`config.mk`:
```
export PLATFORM = sky130hd
export DESIGN_NAME = load_store_unit
export DESIGN_NICKNAME = d
export VERILOG_FILES = /design/src/rtl/load_store_unit.sv
export SDC_FILE = /design/constraint.sdc
export NUM_CORES = 1
export LEC_CHECK = 0
export CORE_MARGIN = 3
export CORE_UTILIZATION = 46
export DETAILED_ROUTE_END_ITERATION = 8
export PLACE_DENSITY = 0.81
export SYNTH_ARGS = -nofsm -noshare
export SYNTH_HDL_FRONTEND = slang
export SYNTH_SLANG_ARGS = --single-unit
```
`constraint.sdc`:
```
create_clock -name clk -period 2.65 [get_ports clk]
set_input_delay 0.795 -clock clk [delete_from_list [all_inputs] [get_ports clk]]
set_output_delay 0.795 -clock clk [all_outputs]
set_load 0.02 [all_outputs]
```
`src/rtl/load_store_unit.sv`:
```
// Load/store sequencer: accepts one memory request at a time, checks alignment,
// drives a word-addressed data memory with byte-lane strobes, and returns
// extended load data (or an error flag) on a valid/ready response channel.
module load_store_unit #(
  parameter int DM_ADDRESS = 9,
  parameter int DATA_W     = 32,
  parameter int MEM_LAT    = 1
) (
  input  logic                  clk,
  input  logic                  reset,
  input  logic                  req_valid,
  output logic                  req_ready,
  input  logic                  req_read,
  input  logic                  req_write,
  input  logic [DM_ADDRESS-1:0] req_addr,
  input  logic [DATA_W-1:0]     req_wdata,
  input  logic [2:0]            req_funct3,
  output logic [DM_ADDRESS-1:0] mem_addr,
  output logic [DATA_W-1:0]     mem_wdata,
  output logic [3:0]            mem_be,
  output logic                  mem_re,
  output logic                  mem_we,
  input  logic [DATA_W-1:0]     mem_rdata,
  output logic                  rsp_valid,
  input  logic                  rsp_ready,
  output logic [DATA_W-1:0]     rsp_rdata,
  output logic                  rsp_err
);

  typedef enum logic [1:0] {IDLE, ISSUE, WAIT, RESP} state_t;

  // WAIT lasts MEM_LAT cycles; the counter is loaded with MEM_LAT-1 on entry.
  localparam logic [1:0] CNT_INIT = 2'(MEM_LAT - 1);

  state_t                state_q, state_d;
  logic [DM_ADDRESS-1:0] mem_addr_q, mem_addr_d;
  logic [DATA_W-1:0]     mem_wdata_q, mem_wdata_d;
  logic [3:0]            mem_be_q, mem_be_d;
  logic                  mem_re_q, mem_re_d;
  logic                  mem_we_q, mem_we_d;
  logic                  rsp_valid_q, rsp_valid_d;
  logic [DATA_W-1:0]     rsp_rdata_q, rsp_rdata_d;
  logic                  rsp_err_q, rsp_err_d;
  logic [1:0]            addr_lo_q, addr_lo_d;
  logic [2:0]            funct3_q, funct3_d;
  logic                  is_load_q, is_load_d;
  logic [1:0]            cnt_q, cnt_d;

  logic                  req_err;
  logic [3:0]            st_be;
  logic [DATA_W-1:0]     st_wdata;
  logic [DATA_W-1:0]     ld_shift;
  logic [DATA_W-1:0]     ld_data;

  assign req_ready = (state_q == IDLE);
  assign mem_addr  = mem_addr_q;
  assign mem_wdata = mem_wdata_q;
  assign mem_be    = mem_be_q;
  assign mem_re    = mem_re_q;
  assign mem_we    = mem_we_q;
  assign rsp_valid = rsp_valid_q;
  assign rsp_rdata = rsp_rdata_q;
  assign rsp_err   = rsp_err_q;

  // Request legality: conflicting direction, unsupported width code, or misalignment.
  always_comb begin
    logic f3_load_ok;
    logic f3_store_ok;
    logic misaligned;
    f3_load_ok  = (req_funct3 == 3'b000) || (req_funct3 == 3'b001) ||
                  (req_funct3 == 3'b010) || (req_funct3 == 3'b100) ||
                  (req_funct3 == 3'b101);
    f3_store_ok = (req_funct3 == 3'b000) || (req_funct3 == 3'b001) ||
                  (req_funct3 == 3'b010);
    misaligned  = ((req_funct3[1:0] == 2'b01) && req_addr[0]) ||
                  ((req_funct3[1:0] == 2'b10) && (req_addr[1:0] != 2'b00));
    req_err     = (req_read && req_write) ||
                  (req_read && !f3_load_ok) ||
                  (req_write && !f3_store_ok) ||
                  misaligned;
  end

  // Store lane steering: byte/halfword data is replicated across all lanes and
  // the byte enables select the lanes that actually get written.
  always_comb begin
    st_be    = 4'b1111;
    st_wdata = req_wdata;
    case (req_funct3[1:0])
      2'b00: begin
        st_be    = 4'b0001 << req_addr[1:0];
        st_wdata = {4{req_wdata[7:0]}};
      end
      2'b01: begin
        st_be    = req_addr[1] ? 4'b1100 : 4'b0011;
        st_wdata = {2{req_wdata[15:0]}};
      end
      default: begin
        st_be    = 4'b1111;
        st_wdata = req_wdata;
      end
    endcase
  end

  // Load extraction: bring the addressed byte/halfword down to bit 0, then extend.
  always_comb begin
    ld_shift = mem_rdata >> {addr_lo_q, 3'b000};
    case (funct3_q)
      3'b000:  ld_data = {{24{ld_shift[7]}}, ld_shift[7:0]};
      3'b001:  ld_data = {{16{ld_shift[15]}}, ld_shift[15:0]};
      3'b100:  ld_data = {24'd0, ld_shift[7:0]};
      3'b101:  ld_data = {16'd0, ld_shift[15:0]};
      default: ld_data = ld_shift;
    endcase
  end

  // Next-state and registered-output logic; strobes default low every cycle.
  always_comb begin
    state_d     = state_q;
    mem_addr_d  = mem_addr_q;
    mem_wdata_d = mem_wdata_q;
    mem_be_d    = 4'b0000;
    mem_re_d    = 1'b0;
    mem_we_d    = 1'b0;
    rsp_valid_d = rsp_valid_q;
    rsp_rdata_d = rsp_rdata_q;
    rsp_err_d   = rsp_err_q;
    addr_lo_d   = addr_lo_q;
    funct3_d    = funct3_q;
    is_load_d   = is_load_q;
    cnt_d       = cnt_q;
    case (state_q)
      IDLE: begin
        // A request with neither direction set is consumed without a response.
        if (req_valid && (req_read || req_write)) begin
          addr_lo_d = req_addr[1:0];
          funct3_d  = req_funct3;
          is_load_d = req_read;
          if (req_err) begin
            state_d     = RESP;
            rsp_valid_d = 1'b1;
            rsp_err_d   = 1'b1;
            rsp_rdata_d = '0;
          end else begin
            state_d    = ISSUE;
            mem_addr_d = {req_addr[DM_ADDRESS-1:2], 2'b00};
            if (req_read) begin
              mem_re_d = 1'b1;
            end else begin
              mem_we_d    = 1'b1;
              mem_be_d    = st_be;
              mem_wdata_d = st_wdata;
            end
          end
        end
      end
      ISSUE: begin
        if (is_load_q) begin
          state_d = WAIT;
          cnt_d   = CNT_INIT;
        end else begin
          state_d     = RESP;
          rsp_valid_d = 1'b1;
          rsp_err_d   = 1'b0;
          rsp_rdata_d = '0;
        end
      end
      WAIT: begin
        if (cnt_q == 2'd0) begin
          state_d     = RESP;
          rsp_valid_d = 1'b1;
          rsp_err_d   = 1'b0;
          rsp_rdata_d = ld_data;
        end else begin
          cnt_d = cnt_q - 2'd1;
        end
      end
      RESP: begin
        if (rsp_ready) begin
          state_d     = IDLE;
          rsp_valid_d = 1'b0;
          rsp_rdata_d = '0;
          rsp_err_d   = 1'b0;
        end
      end
      default: state_d = IDLE;
    endcase
  end

  // State and output registers; reset abandons any in-flight access.
  always_ff @(posedge clk or negedge reset) begin
    if (!reset) begin
      state_q     <= IDLE;
      mem_addr_q  <= '0;
      mem_wdata_q <= '0;
      mem_be_q    <= 4'b0000;
      mem_re_q    <= 1'b0;
      mem_we_q    <= 1'b0;
      rsp_valid_q <= 1'b0;
      rsp_rdata_q <= '0;
      rsp_err_q   <= 1'b0;
      addr_lo_q   <= 2'b00;
      funct3_q    <= 3'b000;
      is_load_q   <= 1'b0;
      cnt_q       <= 2'd0;
    end else begin
      state_q     <= state_d;
      mem_addr_q  <= mem_addr_d;
      mem_wdata_q <= mem_wdata_d;
      mem_be_q    <= mem_be_d;
      mem_re_q    <= mem_re_d;
      mem_we_q    <= mem_we_d;
      rsp_valid_q <= rsp_valid_d;
      rsp_rdata_q <= rsp_rdata_d;
      rsp_err_q   <= rsp_err_d;
      addr_lo_q   <= addr_lo_d;
      funct3_q    <= funct3_d;
      is_load_q   <= is_load_d;
      cnt_q       <= cnt_d;
    end
  end

endmodule

```
==> qor.txt, run 1 <==
PLACEMENT
--------------------------------------------------------------------------------------
GPL Wtd Cong                                                                     0.834
Port bufs                                                                          161
Total cell area at the placement stage                                       6770 um^2
HPWL after DPL                                                                 9840 um
Number of placed instances with taps included                                      716

SETUP PATH
--------------------------------------------------------------------------------------
Worst reg2reg endpoint                                                    rsp_rdata[9]
Crit path max-delay family                                                buffers and inverters
Delay of the slowest cell on the worst path                                     520 ps
Worst-case register-to-register setup slack                                     520 ps
Count of cells along the worst register-to-register path                             7
Crit start category                                                       primary input
Series of cell instances along the critical path                          clkdlybuf4s50_1, buf_4, o21ai_1, o211ai_2, nor4_4, buf_12, mux2_2
Origin of the critical flop-to-flop path                                    state_q[0]
Endpoint arrival time on the critical path                                     2780 ps
Capturing instance or port of the critical path                           mem_wdata[26]
Critical path data required time                                               2880 ps
Total buffers and inverters traversed by the critical path                           3
Worst path slowest cell                                                   clkdlybuf4s50_1
Instance count on the critical path                                                  7
Peak fanout along the critical path                                                 36
Type of the worst setup path                                              primary input to register
Type of element capturing the critical path                                   register
Worst Setup SP                                                                req_read

SYNTHESIS
--------------------------------------------------------------------------------------
Ys Warns                                                                             0
Count of different cell masters after synthesis                                     48
Number of storage elements in the synthesis netlist                                 89
Share of flip-flops with an asynchronous set or reset                             100%
Area of the mapped netlist                                                   4860 um^2
Top flip-flop cell by instance count after synthesis                           dfrtp_1
Number of instances in the synthesized netlist                                     420
Mean instance size in the synthesized netlist                                11.6 um^2
Register area share after synthesis                                              45.8%
Number of flops mapped to enable cells by yosys                                      0

ROUTING
--------------------------------------------------------------------------------------
Initial detailed-routing violation count                                           115
Routed vias/inst                                                                  5.42
DRC violation count after routing                                                    0
Via count of the routed design                                                    3960
Final ANT Viol Nets                                                                  0
Routed len/inst                                                                17.6 um
Wire length reported by the detailed router                                   12800 um
Count of TritonRoute iterations in the first routing pass                            4

DIE
--------------------------------------------------------------------------------------
Number of placed I/O pins                                                          164
Die footprint                                                               11800 um^2
Die width                                                                       109 um
Placement Rows                                                                      36
Core region area                                                            10000 um^2
Die outline height                                                              109 um
Effective utilization at floorplan                                               48.6%

GRT
--------------------------------------------------------------------------------------
Gr ovfl total                                                                        0
Maximum number of pins on one net before global-route repair                        61
Vias in the first global route                                                    4144
Number of antenna violations at the first check in global routing                    0
Global-route wire length before repair                                        20700 um
Total routing resource utilization after global routing                          22.4%

TIMING
--------------------------------------------------------------------------------------
Final Hold Slack                                                                362 ps
Highest achievable clock rate                                                  393 MHz
Time the worst path needs with I/O delays and setup                            2550 ps
Final Hold Violating Endpoints                                                       0
Period utilization                                                               96.1%
Transition time at the pin with the least slew margin                           602 ps
Setup violations, final                                                              0
Setup repair after global routing missed its margin                                 no
Slew headroom                                                                    59.7%
Total count of max-transition violations in the final report                         0
Worst-case clock skew                                                          7.15 ps

CELLS AND AREA
--------------------------------------------------------------------------------------
Number of filler cells placed in the layout                                        757
Layout cell share with drive strength beyond 1                                   22.2%
Finished Cell Area                                                           6940 um^2
Post-route insts no fill                                                           731
Ant. Diodes                                                                          0
Growth of design area from synthesis to finish                                   42.8%
Layout net count                                                                   681

PWR
--------------------------------------------------------------------------------------
Proportion of power drawn by combinational gates                                 57.8%
Net switching power                                                          0.00288 W
Max VDD drop                                                                0.000601 V
Clock Power Share                                                                11.1%
Cell Pwr Density                                                          1050 nW/um^2
Switching Share                                                                  39.4%
Internal power summed over all cells                                         0.00444 W
Static leakage                                                                 3.02 nW
Sequential share of power                                                        31.1%

CTS
--------------------------------------------------------------------------------------
Number of clock buffers inserted by TritonCTS                                        9
Sinks on Clock Net                                                                  89
Cell at the root of the clock tree                                            clkbuf_8
Maximum number of buffers from clock root to sink                                    2
CTS tree                                                                           yes
Number of levels the H-tree was split into                                           3
Hold bufs inserted after CTS                                                         0
Clock slew at the register clock pins of the worst setup and hold paths          80 ps
Insertion delay of the later-clocked pin in the worst-skew pair                 350 ps

WORST HOLD PATH
--------------------------------------------------------------------------------------
Worst hold path class                                                     primary input to async pin

FLOW RUN
--------------------------------------------------------------------------------------
Max-cap violation count                                                              0

OUTCOME
--------------------------------------------------------------------------------------
Status                                                                    finished, final reports clean

metal layers:
metal  GRT usage (%)  wire (um)  share of wire (%)  up-vias
li1                -          -                  -     1872
met1            25.8       5180                 40     1914
met2            37.6       6080                 47      152
met3            8.53       1310                 10       22
met4            9.29        267                2.1        0
met5               0          0                  0        -
repair_timing:
action / CTS / global route
setup endpoints to repair: 0 / 1
setup buffers: 0 / 0
resized for setup: 0 / 1
power by group through the flow:
stage                     clock network, W  logic [W]  registers, W
final                             0.000810    0.00423       0.00227
after global routing              0.000898    0.00453       0.00236
after CTS                         0.000837    0.00426       0.00228
after detailed placement                 0    0.00424       0.00230
after global placement                   0    0.00414       0.00228
after floorplan                          0    0.00191       0.00282
worst min path at each step:
stage | endpoint | slack (ps) | cells past startpoint | from
3_5_place_dp | rsp_rdata[31] | 480 | 1 | rsp_rdata[31]
6_report | rsp_rdata[28] | 360 | 1 | reset
4_1_cts | rsp_rdata[28] | 360 | 1 | reset
2_1_floorplan | funct3_q[2] | 480 | 1 | funct3_q[2]
5_1_grt | rsp_rdata[13] | 370 | 1 | reset
3_3_place_gp | mem_wdata[18] | 470 | 1 | mem_wdata[18]
cell type report:
class	instances	area, um^2	area share, %
Inverter	24	90.1	1.30
Sequential cell	89	2230	32.1
Tap cell	133	166	2.40
Clock buffer	12	145	2.09
Clock inverter	3	17.5	0.252
Timing Repair Buffer	196	1930	27.8
Multi-Input combinational cell	274	2370	34.1
cell families after synthesis:
family | after synthesis | share of synthesized area (%)
AOI/OAI and AO/OA | 94 | 14.9
adders and majority gates | 5 | 1.29
muxes | 112 | 25.3
buffers and inverters | 58 | 5.54
DFF | 89 | 45.8
and+or+nand+nor | 61 | 7.08
other | 1 | 0.0772
cells in the final DEF, fill, tap and decap left out, drive strengths merged, types with 2 or more instances in the layout:
master	instances
a211oi	2
clkbuf	12
dfrtp	89
a21oi	3
conb	2
o21a	3
and3	8
nor2b	7
or2	2
nor3	2
clkdlybuf4s50	160
and2	2
a2111oi	2
o21ai	32
a22o	2
o2111ai	8
clkinv	2
mux2i	35
nor2	6
ha	5
o2bb2ai	8
mux2	76
o211ai	17
nand2	22
o32a	8
buf	36
nand3b	9
inv	24
a21o	2
per-stage QoR:
| stage | util (%) | setup slack [ps] | total power (W) | setup TNS [ps] |
|---|---|---|---|---|
| 2_1_floorplan | - | 117 | 0.00473 | 0 |
| 3_3_place_gp | 67.7 | -208 | 0.00642 | -12640 |
| 3_5_place_dp | 67.7 | -263 | 0.00654 | -15740 |
| 4_1_cts | 69.3 | 103 | 0.00738 | 0 |
| 5_1_grt | 69.4 | 28.5 | 0.00779 | 0 |
| 6_report | 69.4 | 103 | 0.00732 | 0 |
Yosys cell counts (3+ instances only):
cell       number  share of area, %
a21oi_1         3              0.31
and3_1          8               1.0
buf_1           7              0.54
buf_2           5              0.51
buf_4           4              0.62
buf_6           4              0.93
clkbuf_1       14               1.1
dfrtp_1        89                46
ha_1            5               1.3
inv_1          24               1.9
mux2_1          3              0.70
mux2_2         73                17
mux2i_1        35               7.2
nand2_1        22               1.7
nand3b_1        9               1.4
nor2_1          6              0.46
nor2b_1         7              0.90
o2111ai_1       8               1.4
o211ai_1       16               2.5
o21a_1          3              0.46
o21ai_0        29               3.0
o2bb2ai_1       8               1.4
o32a_1          8               1.6
flip-flops by register name (all words and copies together), names as in the netlist:
| register | flops |
|---|---|
| mem_be | 4 |
| cnt_q | 2 |
| mem_we | 1 |
| is_load_q | 1 |
| mem_re | 1 |
| addr_lo_q | 2 |
| mem_wdata | 32 |
| funct3_q | 3 |
| rsp_valid | 1 |
| state_q | 2 |
| rsp_rdata | 32 |
| rsp_err | 1 |
| mem_addr | 7 |
Note: power is estimated with default switching activity, not from simulation.
==> run 2: changes to the inputs <==
Settings changed: CORE_MARGIN 3 to 2, SLEW_MARGIN set to 20.
==> run 2 against run 1 <==
Worst setup slack improved by 20 ps. Total power rose by 3.6%. Sequential cell count unchanged. Hold slack improved by 97 ps. Non-clock buffer count fell by 3. Largest cell class unchanged. Design area rose by 0.61%. Global-route usage up 0.84 points. Cell count rose by 0.14%. Sequential share of layout area decreased by 0.20 points.
==> qor.txt, run 2 (synthesized netlist as in run 1, its figures left out) <==
CTS
--------------------------------------------------------------------------------------
Maximum number of buffers from clock root to sink                                    2   unchanged
Number of clock buffers inserted by TritonCTS                                        9   unchanged
Clock slew at the register clock pins of the worst setup and hold paths          90 ps   was 80 ps
CTS tree                                                                           yes   unchanged
Number of buffers inserted by post-CTS setup repair                                  0   unchanged
Cell at the root of the clock tree                                            clkbuf_8   unchanged
Insertion delay of the later-clocked pin in the worst-skew pair                 350 ps   about the same
Number of levels the H-tree was split into                                           3   unchanged
Sinks on Clock Net                                                                  89   unchanged
Hold bufs inserted after CTS                                                         0   unchanged
Post-CTS sizing                                                                      0   unchanged

TIMING
--------------------------------------------------------------------------------------
Slew headroom                                                                    65.7%   was 59.7%
Total count of max-transition violations in the final report                         0   unchanged
Setup violations, final                                                              0   unchanged
Period utilization                                                               95.3%   was 96.1%
Final Hold Violating Endpoints                                                       0   unchanged
Highest achievable clock rate                                                  396 MHz   was 393 MHz
Time the worst path needs with I/O delays and setup                            2530 ps   was 2550 ps
Worst-case clock skew                                                          10.2 ps   was 7.15 ps
Transition time at the pin with the least slew margin                           512 ps   was 602 ps
Setup repair after global routing missed its margin                                 no   unchanged

SETUP PATH
--------------------------------------------------------------------------------------
Endpoint arrival time on the critical path                                     1730 ps   was 2780 ps
Worst reg2reg endpoint                                                    mem_wdata[18]   was rsp_rdata[9]
Count of cells along the worst register-to-register path                             7   unchanged
Type of the worst setup path                                              register to primary output   was primary input to register
Critical path data required time                                               1860 ps   was 2880 ps
Type of element capturing the critical path                               primary output   was register
Delay of the slowest cell on the worst path                                     620 ps   was 520 ps
Crit start category                                                           register   was primary input
Series of cell instances along the critical path                          inv_1, ha_1, clkdlybuf4s50_1   was clkdlybuf4s50_1, buf_4, o21ai_1, o211ai_2, nor4_4, buf_12, mux2_2
Origin of the critical flop-to-flop path                                    state_q[0]   unchanged
Peak fanout along the critical path                                                  6   was 36
Worst-case register-to-register setup slack                                     500 ps   was 520 ps
Worst path slowest cell                                                   clkdlybuf4s50_1   unchanged

PWR
--------------------------------------------------------------------------------------
Cell Pwr Density                                                          1090 nW/um^2   was 1050 nW/um^2
Max VDD drop                                                                0.000676 V   was 0.000601 V
Static leakage                                                                 3.03 nW   was 3.02 nW

ROUTING
--------------------------------------------------------------------------------------
Routed len/inst                                                                17.7 um   was 17.6 um
Wire length reported by the detailed router                                   13000 um   was 12800 um
Final ANT Viol Nets                                                                  0   unchanged
Initial detailed-routing violation count                                           153   was 115
Routed vias/inst                                                                  5.43   was 5.42
Via count of the routed design                                                    3978   was 3960
DRC violation count after routing                                                    0   unchanged
Count of TritonRoute iterations in the first routing pass                            4   unchanged

GRT
--------------------------------------------------------------------------------------
Total routing resource utilization after global routing                          23.3%   was 22.4%
Number of antenna violations at the first check in global routing                    0   unchanged
Vias in the first global route                                                    4169   was 4144
Maximum number of pins on one net before global-route repair                        90   was 61
Global-route wire length before repair                                        21200 um   was 20700 um
Gr ovfl total                                                                        0   unchanged

CELLS AND AREA
--------------------------------------------------------------------------------------
Ant. Diodes                                                                          0   unchanged
Layout cell share with drive strength beyond 1                                   22.3%   was 22.2%
Growth of design area from synthesis to finish                                   43.7%   was 42.8%
Commonest non-fill, non-tap cell in the layout                            clkdlybuf4s50_1   unchanged
Finished Cell Area                                                           6980 um^2   was 6940 um^2
Commonest cells after routing, fill and taps aside                        clkdlybuf4s50_1 (160), dfrtp_1 (89), mux2_2 (73), mux2i_1 (35)   was clkdlybuf4s50_1 (160), dfrtp_1 (89), mux2_2 (73), mux2i_1 (35), buf_4 (31)
Layout net count                                                                   678   was 681
Post-route insts no fill                                                           732   was 731

DIE
--------------------------------------------------------------------------------------
Number of placed I/O pins                                                          164   unchanged
Core region area                                                            10300 um^2   was 10000 um^2
Die width                                                                       107 um   was 109 um
Placement Rows                                                                      37   was 36
Die outline height                                                              107 um   was 109 um
Effective utilization at floorplan                                               47.3%   was 48.6%
Die footprint                                                               11400 um^2   was 11800 um^2

PLACEMENT
--------------------------------------------------------------------------------------
GPL Wtd Cong                                                                     0.843   was 0.834
HPWL after DPL                                                                 9430 um   was 9840 um
Total cell area at the placement stage                                       6750 um^2   was 6770 um^2
Port bufs                                                                          161   unchanged
Number of placed instances with taps included                                      716   unchanged

OUTCOME
--------------------------------------------------------------------------------------
Status                                                                    finished, final reports clean   unchanged

FLOW RUN
--------------------------------------------------------------------------------------
Max-cap violation count                                                              0   unchanged

WORST HOLD PATH
--------------------------------------------------------------------------------------
Worst hold path class                                                     primary input to async pin   unchanged

-- run 2: layout make-up --
| type | instances | area [um^2] |
|---|---|---|
| clock buffers | 10 | 138 |
| clock inverters | 6 | 90.1 |
| fillers | 795 | 3300 |
| inverters | 24 | 90.1 |
| multi-input cells | 274 | 2370 |
| flip-flops and latches | 89 | 2230 |
| well taps | 136 | 170 |
| repair buffers | 193 | 1900 |
-- run 2: per-layer routing --
layer	vias up	GRT usage (%)	share of wire, %
met3	11	6.75	8.2
met4	0	6.31	0.85
met2	147	39.4	49
met1	1943	29.2	42
met5	-	0	0
li1	1877	-	-
-- run 2: report_power, final --
part | internal [W] | leakage, nW | switching [W]
logic | 0.00215 | 1.76 | 0.00207
registers | 0.00192 | 1.16 | 0.000382
clock network | 0.000561 | 0.113 | 0.000505
total | 0.00463 | 3.03 | 0.00295
-- run 2: worst max-delay path by stage --
stage	end	cells past startpoint	start
after floorplan	mem_wdata[0]	6	req_funct3[0]
after global placement	mem_wdata[10]	7	req_read
after detailed placement	mem_wdata[18]	7	req_read
after CTS	req_ready	3	state_q[0]
after global routing	req_ready	3	state_q[0]
final	req_ready	3	state_q[0]
-- run 2: metrics by stage --
| stage | hold slack, ps | utilization, % | setup TNS [ps] | power (W) | setup slack [ps] |
|---|---|---|---|---|---|
| after floorplan | 479 | - | 0 | 0.00473 | 117 |
| after detailed placement | 474 | 65.7 | -10610 | 0.00653 | -200 |
| after global routing | 512 | 67.9 | 0 | 0.00803 | 92.1 |
| after global placement | 472 | 65.7 | -5950 | 0.00639 | -118 |
| after CTS | 503 | 67.9 | 0 | 0.00763 | 123 |
| final | 459 | 67.9 | 0 | 0.00758 | 124 |
-- run 2: critical path, delay by kind of cell, from the launching register on --
family	cells	cell delay, ps
flip-flops	1	460
buffers and inverters	2	740
adder cells (fa/ha/maj)	1	180
